**src/rtl/rom_arb_pkg.sv**
```systemverilog
// rtl/rom_arb_pkg.sv - shared state encoding and channel constants for the SDRAM ROM arbiter
//
// Contents:
//   state_t          arbiter FSM states (IDLE=0 .. DL_WAIT_ACK=4)
//   PROG_ROM_1 ..    ROM channel indices, index 0 has the highest fixed priority
//   NUM_ROM_CH       number of ROM channels in the classic five-ROM layout
//   IOCTL_ADDR_W     ioctl byte address width
//   WORD_ADDR_W      32-bit word address width derived from the byte address

package rom_arb_pkg;

    typedef enum logic [2:0] {
        IDLE        = 3'd0,
        WAIT_ACK    = 3'd1,
        WAIT_VALID  = 3'd2,
        DL_IDLE     = 3'd3,
        DL_WAIT_ACK = 3'd4
    } state_t;

    localparam int PROG_ROM_1  = 0;
    localparam int PROG_ROM_2  = 1;
    localparam int SOUND_ROM_1 = 2;
    localparam int TILE_ROM    = 3;
    localparam int SPRITE_ROM  = 4;

    localparam int NUM_ROM_CH   = SPRITE_ROM + 1;
    localparam int IOCTL_ADDR_W = 25;
    localparam int WORD_ADDR_W  = IOCTL_ADDR_W - 2;

endpackage

```
**src/rtl/download_packer.sv**
```systemverilog
// rtl/download_packer.sv - packs ioctl download bytes into 32-bit SDRAM words
//
// Ports:
//   clk, reset        system clock, synchronous active-high reset
//   download          ioctl download active; falling clears any partial word
//   wr, addr, data    ioctl byte strobe, byte address, byte value
//   index             ioctl download index; only DL_INDEX is accepted
//   word_taken        pulse: the oldest complete word has been consumed
//   word              oldest complete word (lane 0 in [7:0])
//   word_addr         its word address (byte address [24:2])
//   word_valid        a complete word is waiting

module download_packer
    import rom_arb_pkg::*;
#(
    parameter int DL_INDEX = 0
) (
    input  logic                    clk,
    input  logic                    reset,
    input  logic                    download,
    input  logic                    wr,
    input  logic [IOCTL_ADDR_W-1:0] addr,
    input  logic [7:0]              data,
    input  logic [15:0]             index,
    input  logic                    word_taken,
    output logic [31:0]             word,
    output logic [WORD_ADDR_W-1:0]  word_addr,
    output logic                    word_valid
);

    // Two holding words used as a tiny ring: bytes assemble in place in the
    // entry selected by wsel, the SDRAM side reads the entry selected by rsel.
    // The host spaces its writes, so at most one word is in flight to SDRAM
    // while the next one assembles.
    logic [31:0]            hold_data [2];
    logic [WORD_ADDR_W-1:0] hold_addr [2];
    logic [1:0]             full;
    logic                   wsel;
    logic                   rsel;
    logic                   accept;
    logic [1:0]             lane;

    assign accept = wr && download && (index == 16'(DL_INDEX));
    assign lane   = addr[1:0];

    always_ff @(posedge clk) begin
        if (reset) begin
            hold_data[0] <= '0;
            hold_data[1] <= '0;
            hold_addr[0] <= '0;
            hold_addr[1] <= '0;
            full         <= '0;
            wsel         <= 1'b0;
            rsel         <= 1'b0;
        end else begin
            if (word_taken) begin
                full[rsel] <= 1'b0;
                rsel       <= ~rsel;
            end
            if (accept) begin
                // Lane 0 starts a fresh word, so stale upper lanes never leak.
                if (lane == 2'd0) begin
                    hold_data[wsel] <= {24'h0, data};
                end else begin
                    hold_data[wsel][{lane, 3'b000} +: 8] <= data;
                end
                if (lane == 2'd3) begin
                    full[wsel]      <= 1'b1;
                    hold_addr[wsel] <= addr[IOCTL_ADDR_W-1:2];
                    wsel            <= ~wsel;
                end
            end else if (!download) begin
                // Download ended mid-word: drop the partial bytes. Complete
                // words stay queued so the arbiter can still write them.
                hold_data[wsel] <= '0;
            end
        end
    end

    assign word       = hold_data[rsel];
    assign word_addr  = hold_addr[rsel];
    assign word_valid = full[rsel];

endmodule

```
**src/rtl/sdram_rom_arbiter.sv**
```systemverilog
// rtl/sdram_rom_arbiter.sv - N-channel ROM read arbiter and ioctl download writer for one SDRAM port
//
// Ports:
//   clk, reset                 system clock, synchronous active-high reset
//   ch_req / ch_addr           per-channel read request and flattened word addresses
//   ch_ack / ch_valid          one-hot accept / data-valid strobes for the granted channel
//   ioctl_download, ioctl_wr,
//   ioctl_addr, ioctl_data,
//   ioctl_index                ioctl byte download interface
//   sdram_addr, sdram_data,
//   sdram_we, sdram_req        registered SDRAM controller request
//   sdram_ack, sdram_valid     SDRAM controller accept and read-data valid
//   timeout_err                one-cycle pulse when a read is abandoned by the watchdog

module sdram_rom_arbiter
    import rom_arb_pkg::*;
#(
    parameter int NUM_CH   = NUM_ROM_CH,
    parameter int ADDR_W   = 23,
    parameter int RR_MODE  = 0,
    parameter int TIMEOUT  = 255,
    parameter int DL_INDEX = 0
) (
    input  logic                     clk,
    input  logic                     reset,
    input  logic [NUM_CH-1:0]        ch_req,
    input  logic [NUM_CH*ADDR_W-1:0] ch_addr,
    output logic [NUM_CH-1:0]        ch_ack,
    output logic [NUM_CH-1:0]        ch_valid,
    input  logic                     ioctl_download,
    input  logic                     ioctl_wr,
    input  logic [IOCTL_ADDR_W-1:0]  ioctl_addr,
    input  logic [7:0]               ioctl_data,
    input  logic [15:0]              ioctl_index,
    output logic [ADDR_W-1:0]        sdram_addr,
    output logic [31:0]              sdram_data,
    output logic                     sdram_we,
    output logic                     sdram_req,
    input  logic                     sdram_ack,
    input  logic                     sdram_valid,
    output logic                     timeout_err
);

    localparam int GW = (NUM_CH > 1) ? $clog2(NUM_CH) : 1;
    localparam int CW = (TIMEOUT > 1) ? $clog2(TIMEOUT + 1) : 1;

    state_t                 state;
    logic [GW-1:0]          grant;
    logic [GW-1:0]          rr_ptr;
    logic [GW-1:0]          next_grant;
    logic [GW-1:0]          grant_inc;
    logic                   any_req;
    int                     pick_idx;
    logic [CW-1:0]          wd_cnt;
    logic [ADDR_W-1:0]      addr_arr [NUM_CH];
    logic [NUM_CH-1:0]      grant_oh;

    logic [31:0]            pk_word;
    logic [WORD_ADDR_W-1:0] pk_addr;
    logic                   pk_valid;
    logic                   pk_taken;

    always_comb begin
        for (int i = 0; i < NUM_CH; i++) begin
            addr_arr[i] = ch_addr[i*ADDR_W +: ADDR_W];
        end
    end

    // Request picker. In round-robin mode the scan starts at rr_ptr and
    // wraps, otherwise it starts at channel 0 (fixed priority).
    always_comb begin
        next_grant = '0;
        any_req    = 1'b0;
        pick_idx   = 0;
        for (int k = 0; k < NUM_CH; k++) begin
            pick_idx = (RR_MODE != 0) ? int'(rr_ptr) + k : k;
            if (pick_idx >= NUM_CH) begin
                pick_idx = pick_idx - NUM_CH;
            end
            if (!any_req && ch_req[pick_idx]) begin
                any_req    = 1'b1;
                next_grant = pick_idx[GW-1:0];
            end
        end
    end

    assign grant_inc = (int'(grant) == NUM_CH - 1) ? '0 : grant + 1'b1;

    always_comb begin
        for (int i = 0; i < NUM_CH; i++) begin
            grant_oh[i] = (int'(grant) == i);
        end
    end

    // ch_ack/ch_valid are the only unregistered outputs: they simply steer
    // the controller's strobes to the registered grant. Download states and
    // IDLE route nothing, which also drops late or stale sdram_valid pulses.
    assign ch_ack   = (!reset && state == WAIT_ACK && sdram_ack) ? grant_oh : '0;
    assign ch_valid = (!reset && sdram_valid &&
                       (state == WAIT_VALID || (state == WAIT_ACK && sdram_ack)))
                      ? grant_oh : '0;

    assign pk_taken = (state == DL_IDLE) && pk_valid;

    download_packer #(
        .DL_INDEX(DL_INDEX)
    ) u_packer (
        .clk        (clk),
        .reset      (reset),
        .download   (ioctl_download),
        .wr         (ioctl_wr),
        .addr       (ioctl_addr),
        .data       (ioctl_data),
        .index      (ioctl_index),
        .word_taken (pk_taken),
        .word       (pk_word),
        .word_addr  (pk_addr),
        .word_valid (pk_valid)
    );

    always_ff @(posedge clk) begin
        if (reset) begin
            state       <= IDLE;
            grant       <= '0;
            rr_ptr      <= '0;
            wd_cnt      <= '0;
            sdram_addr  <= '0;
            sdram_data  <= '0;
            sdram_we    <= 1'b0;
            sdram_req   <= 1'b0;
            timeout_err <= 1'b0;
        end else begin
            timeout_err <= 1'b0;
            case (state)
                IDLE: begin
                    // Download has priority over pending reads.
                    if (ioctl_download) begin
                        state <= DL_IDLE;
                    end else if (any_req) begin
                        grant      <= next_grant;
                        sdram_addr <= addr_arr[next_grant];
                        sdram_we   <= 1'b0;
                        sdram_req  <= 1'b1;
                        state      <= WAIT_ACK;
                    end
                end

                WAIT_ACK: begin
                    if (sdram_ack) begin
                        sdram_req <= 1'b0;
                        wd_cnt    <= '0;
                        // Controller may return data in the accept cycle.
                        if (sdram_valid) begin
                            rr_ptr <= grant_inc;
                            state  <= IDLE;
                        end else begin
                            state <= WAIT_VALID;
                        end
                    end
                end

                WAIT_VALID: begin
                    if (sdram_valid) begin
                        rr_ptr <= grant_inc;
                        state  <= IDLE;
                    end else if (TIMEOUT != 0 && int'(wd_cnt) == TIMEOUT - 1) begin
                        // Give up after TIMEOUT cycles so a lost response
                        // cannot lock out every channel.
                        timeout_err <= 1'b1;
                        state       <= IDLE;
                    end else begin
                        wd_cnt <= wd_cnt + 1'b1;
                    end
                end

                DL_IDLE: begin
                    // A completed word is flushed before honouring download end.
                    if (pk_valid) begin
                        sdram_data <= pk_word;
                        sdram_addr <= ADDR_W'(pk_addr);
                        sdram_we   <= 1'b1;
                        sdram_req  <= 1'b1;
                        state      <= DL_WAIT_ACK;
                    end else if (!ioctl_download) begin
                        state <= IDLE;
                    end
                end

                DL_WAIT_ACK: begin
                    if (sdram_ack) begin
                        sdram_req <= 1'b0;
                        sdram_we  <= 1'b0;
                        state     <= DL_IDLE;
                    end
                end

                default: state <= IDLE;
            endcase
        end
    end

endmodule

```
**config.mk**
```make
export PLATFORM = sky130hd
export DESIGN_NAME = sdram_rom_arbiter
export DESIGN_NICKNAME = d
export VERILOG_FILES = /design/src/rtl/rom_arb_pkg.sv /design/src/rtl/download_packer.sv /design/src/rtl/sdram_rom_arbiter.sv
export SDC_FILE = /design/constraint.sdc
export NUM_CORES = 1
export LEC_CHECK = 0
export CORE_UTILIZATION = 40
export CTS_CLUSTER_SIZE = 40
export DETAILED_ROUTE_END_ITERATION = 10
export PLACE_DENSITY = 0.77
export SLEW_MARGIN = 20
export SYNTH_ARGS = -nofsm -noshare
export SYNTH_HDL_FRONTEND = slang
export SYNTH_SLANG_ARGS = --single-unit
```
**constraint.sdc**
```tcl
create_clock -name clk -period 2.3 [get_ports clk]
set_input_delay 0.23 -clock clk [delete_from_list [all_inputs] [get_ports clk]]
set_output_delay 0.23 -clock clk [all_outputs]
set_load 0.005 [all_outputs]
```
==> flow_summary.toml <==
[timing]
setup_viol = 0
finalHoldViolations = 0
max-slew-margin-rel_pct = 45.3
setup_tns_ps = 0
drv_slew = 0
fmax_ghz = 0.452
finClkSkew_ps = 10.9
period_needed_ps = 2210
fin_crit_sh_pct = 96.2
tightest_slew_ps = 801
hold-worst-slack_ps = 135
rsz0062_at_grt = "no"

[yosys]
synth_edf_count = 110
synth-simple-area-share_pct = 20.0
synth_ff_type = "edfxtp_1"
synth-compound-area-share_pct = 18.1
synth.largest_area_cell = "edfxtp_1"
yosysTopAreaCellShare_pct = 35.9
synth_commonest_cells = "nor2_1, edfxtp_1, dfxtp_1"
synth_cells = 897
synth_xor_area_share_pct = 0.762
syn_area_mm2 = 0.00920
synth_fa_ha_area_share_pct = 0.952
yosys_warnings = 0
syn_nets = 1079
synthMostInstantiatedCell = "nor2_1"
synth_top_family_by_area = "simple AND/OR/NAND/NOR gates"
async_reset_ff_share_pct = 0
ys_ff_latch = 187
yosys-top-cells-area = "edfxtp_1, dfxtp_1, a211oi_1, nor2_1, mux2i_1"
syn_area_per_cell_um2 = 10.3
yosysUniqueCellTypes = 59
yosysSeqAreaShare_pct = 52.7
yosys-mux-area-fraction_pct = 3.60

[clocking]
holdBufCountCts = 0
clkTransAtPathRegs_ps = 70
clk_latency_ps = 440
cts_buffers = 17
cts.path.max_buffers = 2
cts-root-buf = "clkbuf_16"
cts_tree = "built"
cts.sinks = 187
cts-htree-levels = 4

[worst_setup_path]
worstSetupEndpointType = "flip-flop"
slowest_stage = "a2111oi_0"
worstSetupStartpoint = "state[2]$_SDFFE_PP0P_"
reg2reg_from = "state[2]$_SDFFE_PP0P_"
start_kind = "flip-flop"
path_class = "reg2reg"
rrSetupSlack_ps = 90
crit_chain = "buf_4 > nor4_4 > o21ai_2 > nor2b_4 > buf_12 > a2111oi_0 > a2111oi_2"
slowest_delay_ps = 700
cp_max_fo = 21
rr_worst_depth = 7
critPathArrivalTime_ps = 2490
crit_required_ps = 2580
worstReg2RegEnd = "sdram_addr[19]$_SDFFE_PP0P_"

[min_path]
hold_path_end = "u_packer.wsel$_SDFFE_PP0N_"
holdCritStartpoint = "reset"
holdCritPathClass = "in2reg"
whs_path_depth = 2

[finish]
syn_to_final_growth_pct = 40.9
drive_gt1_share_pct = 13.3
finalNetCount = 1337
fin_util_pct = 57.4
n_fill_cell = 1901
regArea_mm2 = 0.00486
finish.instance_area_mm2 = 0.0130
multi_input_area_mm2 = 0.00404

[global_route]
grt_usage_pct = 23.0
grt_pass1_vias = 7751
grt_max_degree = 67
gr-total-overflow = 0
grt_antenna_before_repair = 1
grt_pass1_wl_um = 42300

[die]
die_area_mm2 = 0.0236
die_h_um = 154
start_util_pct = 40.7
ios = 243
coreArea_mm2 = 0.0226
row_count = 55
die_x_um = 154

[status]
status = "complete, no violations"

[route]
first_pass_iters = 5
post_drt_via_cell_ratio = 5.53
wire_per_inst_um = 18.6
ant_nets = 0
vias = 8041
wirelength_um = 27000
drcViolationCount = 0
drt_iter0_drc = 565

[power_and_ir_drop]
p_leak_uw = 0.00473
power.density_mw_per_mm2 = 613
vdd_drop_max_mv = 0.412

[flow_run]
cap_violations = 0

[placed_design]
port-buffer-count = 242
place_congestion = 0.901
dpl_cell_area_mm2 = 0.0123
dpl.hpwl_um = 19500
flip-flops by register name, indices dropped and copies added (netlist names), 2 cells and up, named ones only:
register            count
grant                   3
sdram_addr             23
state                   3
u_packer.hold_data     64
u_packer.hold_addr     46
u_packer.full           2
wd_cnt                  8
sdram_data             32
where the power goes:
group | switching [uW] | total, uW | internal, uW
combinational | 625 | 1310 | 686
clock | 1420 | 2880 | 1460
sequential | 71.8 | 3750 | 3680
total | 2120 | 7940 | 5830
worst max-delay path, delay by kind of cell (launching register included):
kind	cells	cell delay [ps]
simple gates	2	470
buf+inv	2	310
compound gates	3	910
flops	1	370
worst max path at each step:
stage / end / slack, ps / depth (start not counted)
6_report: sdram_addr[19]$_SDFFE_PP0P_ / 90 / 7
5_1_grt: ch_valid[0] / 10 / 5
4_1_cts: ch_ack[4] / 4 / 6
3_5_place_dp: sdram_addr[18]$_SDFFE_PP0P_ / -110 / 9
3_3_place_gp: sdram_addr[1]$_SDFFE_PP0P_ / -100 / 9
2_1_floorplan: u_packer.hold_addr[0][0]$_SDFFCE_PN0P_ / 90 / 5
metal layers:
metal | track usage (%) | vias up | routed length, um
met5 | 0 | - | 0
met4 | 8.57 | 0 | 805
met3 | 5.81 | 53 | 1890
met2 | 39.4 | 308 | 13400
met1 | 27.7 | 3778 | 11000
li1 | - | 3902 | -
cells by family (layout without fill, tap and decap cells):
logic type,Yosys count,in the layout
XOR/XNOR,8,8
flip-flops,187,187
multiplexers,33,33
AO/OA/AOI/OAI,219,219
buffers and inverters,89,360
AND/OR/NAND/NOR,354,354
other,0,1
adder cells (fa/ha/maj),7,7
cell usage in the layout (no fill, tap or decap), types with 5 or more instances in the layout:
cell type and instances:
a2111oi_0 25, a2111oi_2 16, a211oi_1 59, a21o_1 5, a21oi_1 38, a31oi_1 5
and2_1 33, and3_1 49, buf_12 7, buf_4 68, clkbuf_16 17, clkdlybuf4s50_1 234
dfxtp_1 72, edfxtp_1 110, ha_1 7, inv_1 10, inv_6 7, mux2i_1 32
nand2_1 54, nand3_1 5, nor2_1 108, nor2b_1 25, nor3_1 34, nor4_1 5
o21ai_0 10, o22ai_1 21, o31ai_1 21
timing repair:
action	CTS	global route
buffers inserted	1	0
endpoints found under the hold margin	0	0
pin swaps	3	1
resized for setup	11	13
endpoints found under the setup margin	6	10
through the flow:
step | setup WS [ps] | power [uW] | instances
after floorplan | 94.6 | 4380 | 897
after global placement | -99.6 | 5080 | 1420
after detailed placement | -111 | 5110 | 1420
after CTS | 3.82 | 7950 | 1453
after global routing | 11.3 | 8230 | 1453
final | 87.6 | 7940 | 1454
layout make-up:
type	count	share of cell area (%)
clock inverters	15	1.24
inverters	11	0.319
multi-input cells	621	31.2
well taps	285	2.75
flip-flops and latches	187	37.5
repair buffers	317	23.7
clock buffers	17	3.28
diodes	1	0.0193
Note: power is estimated with default switching activity, not from simulation.
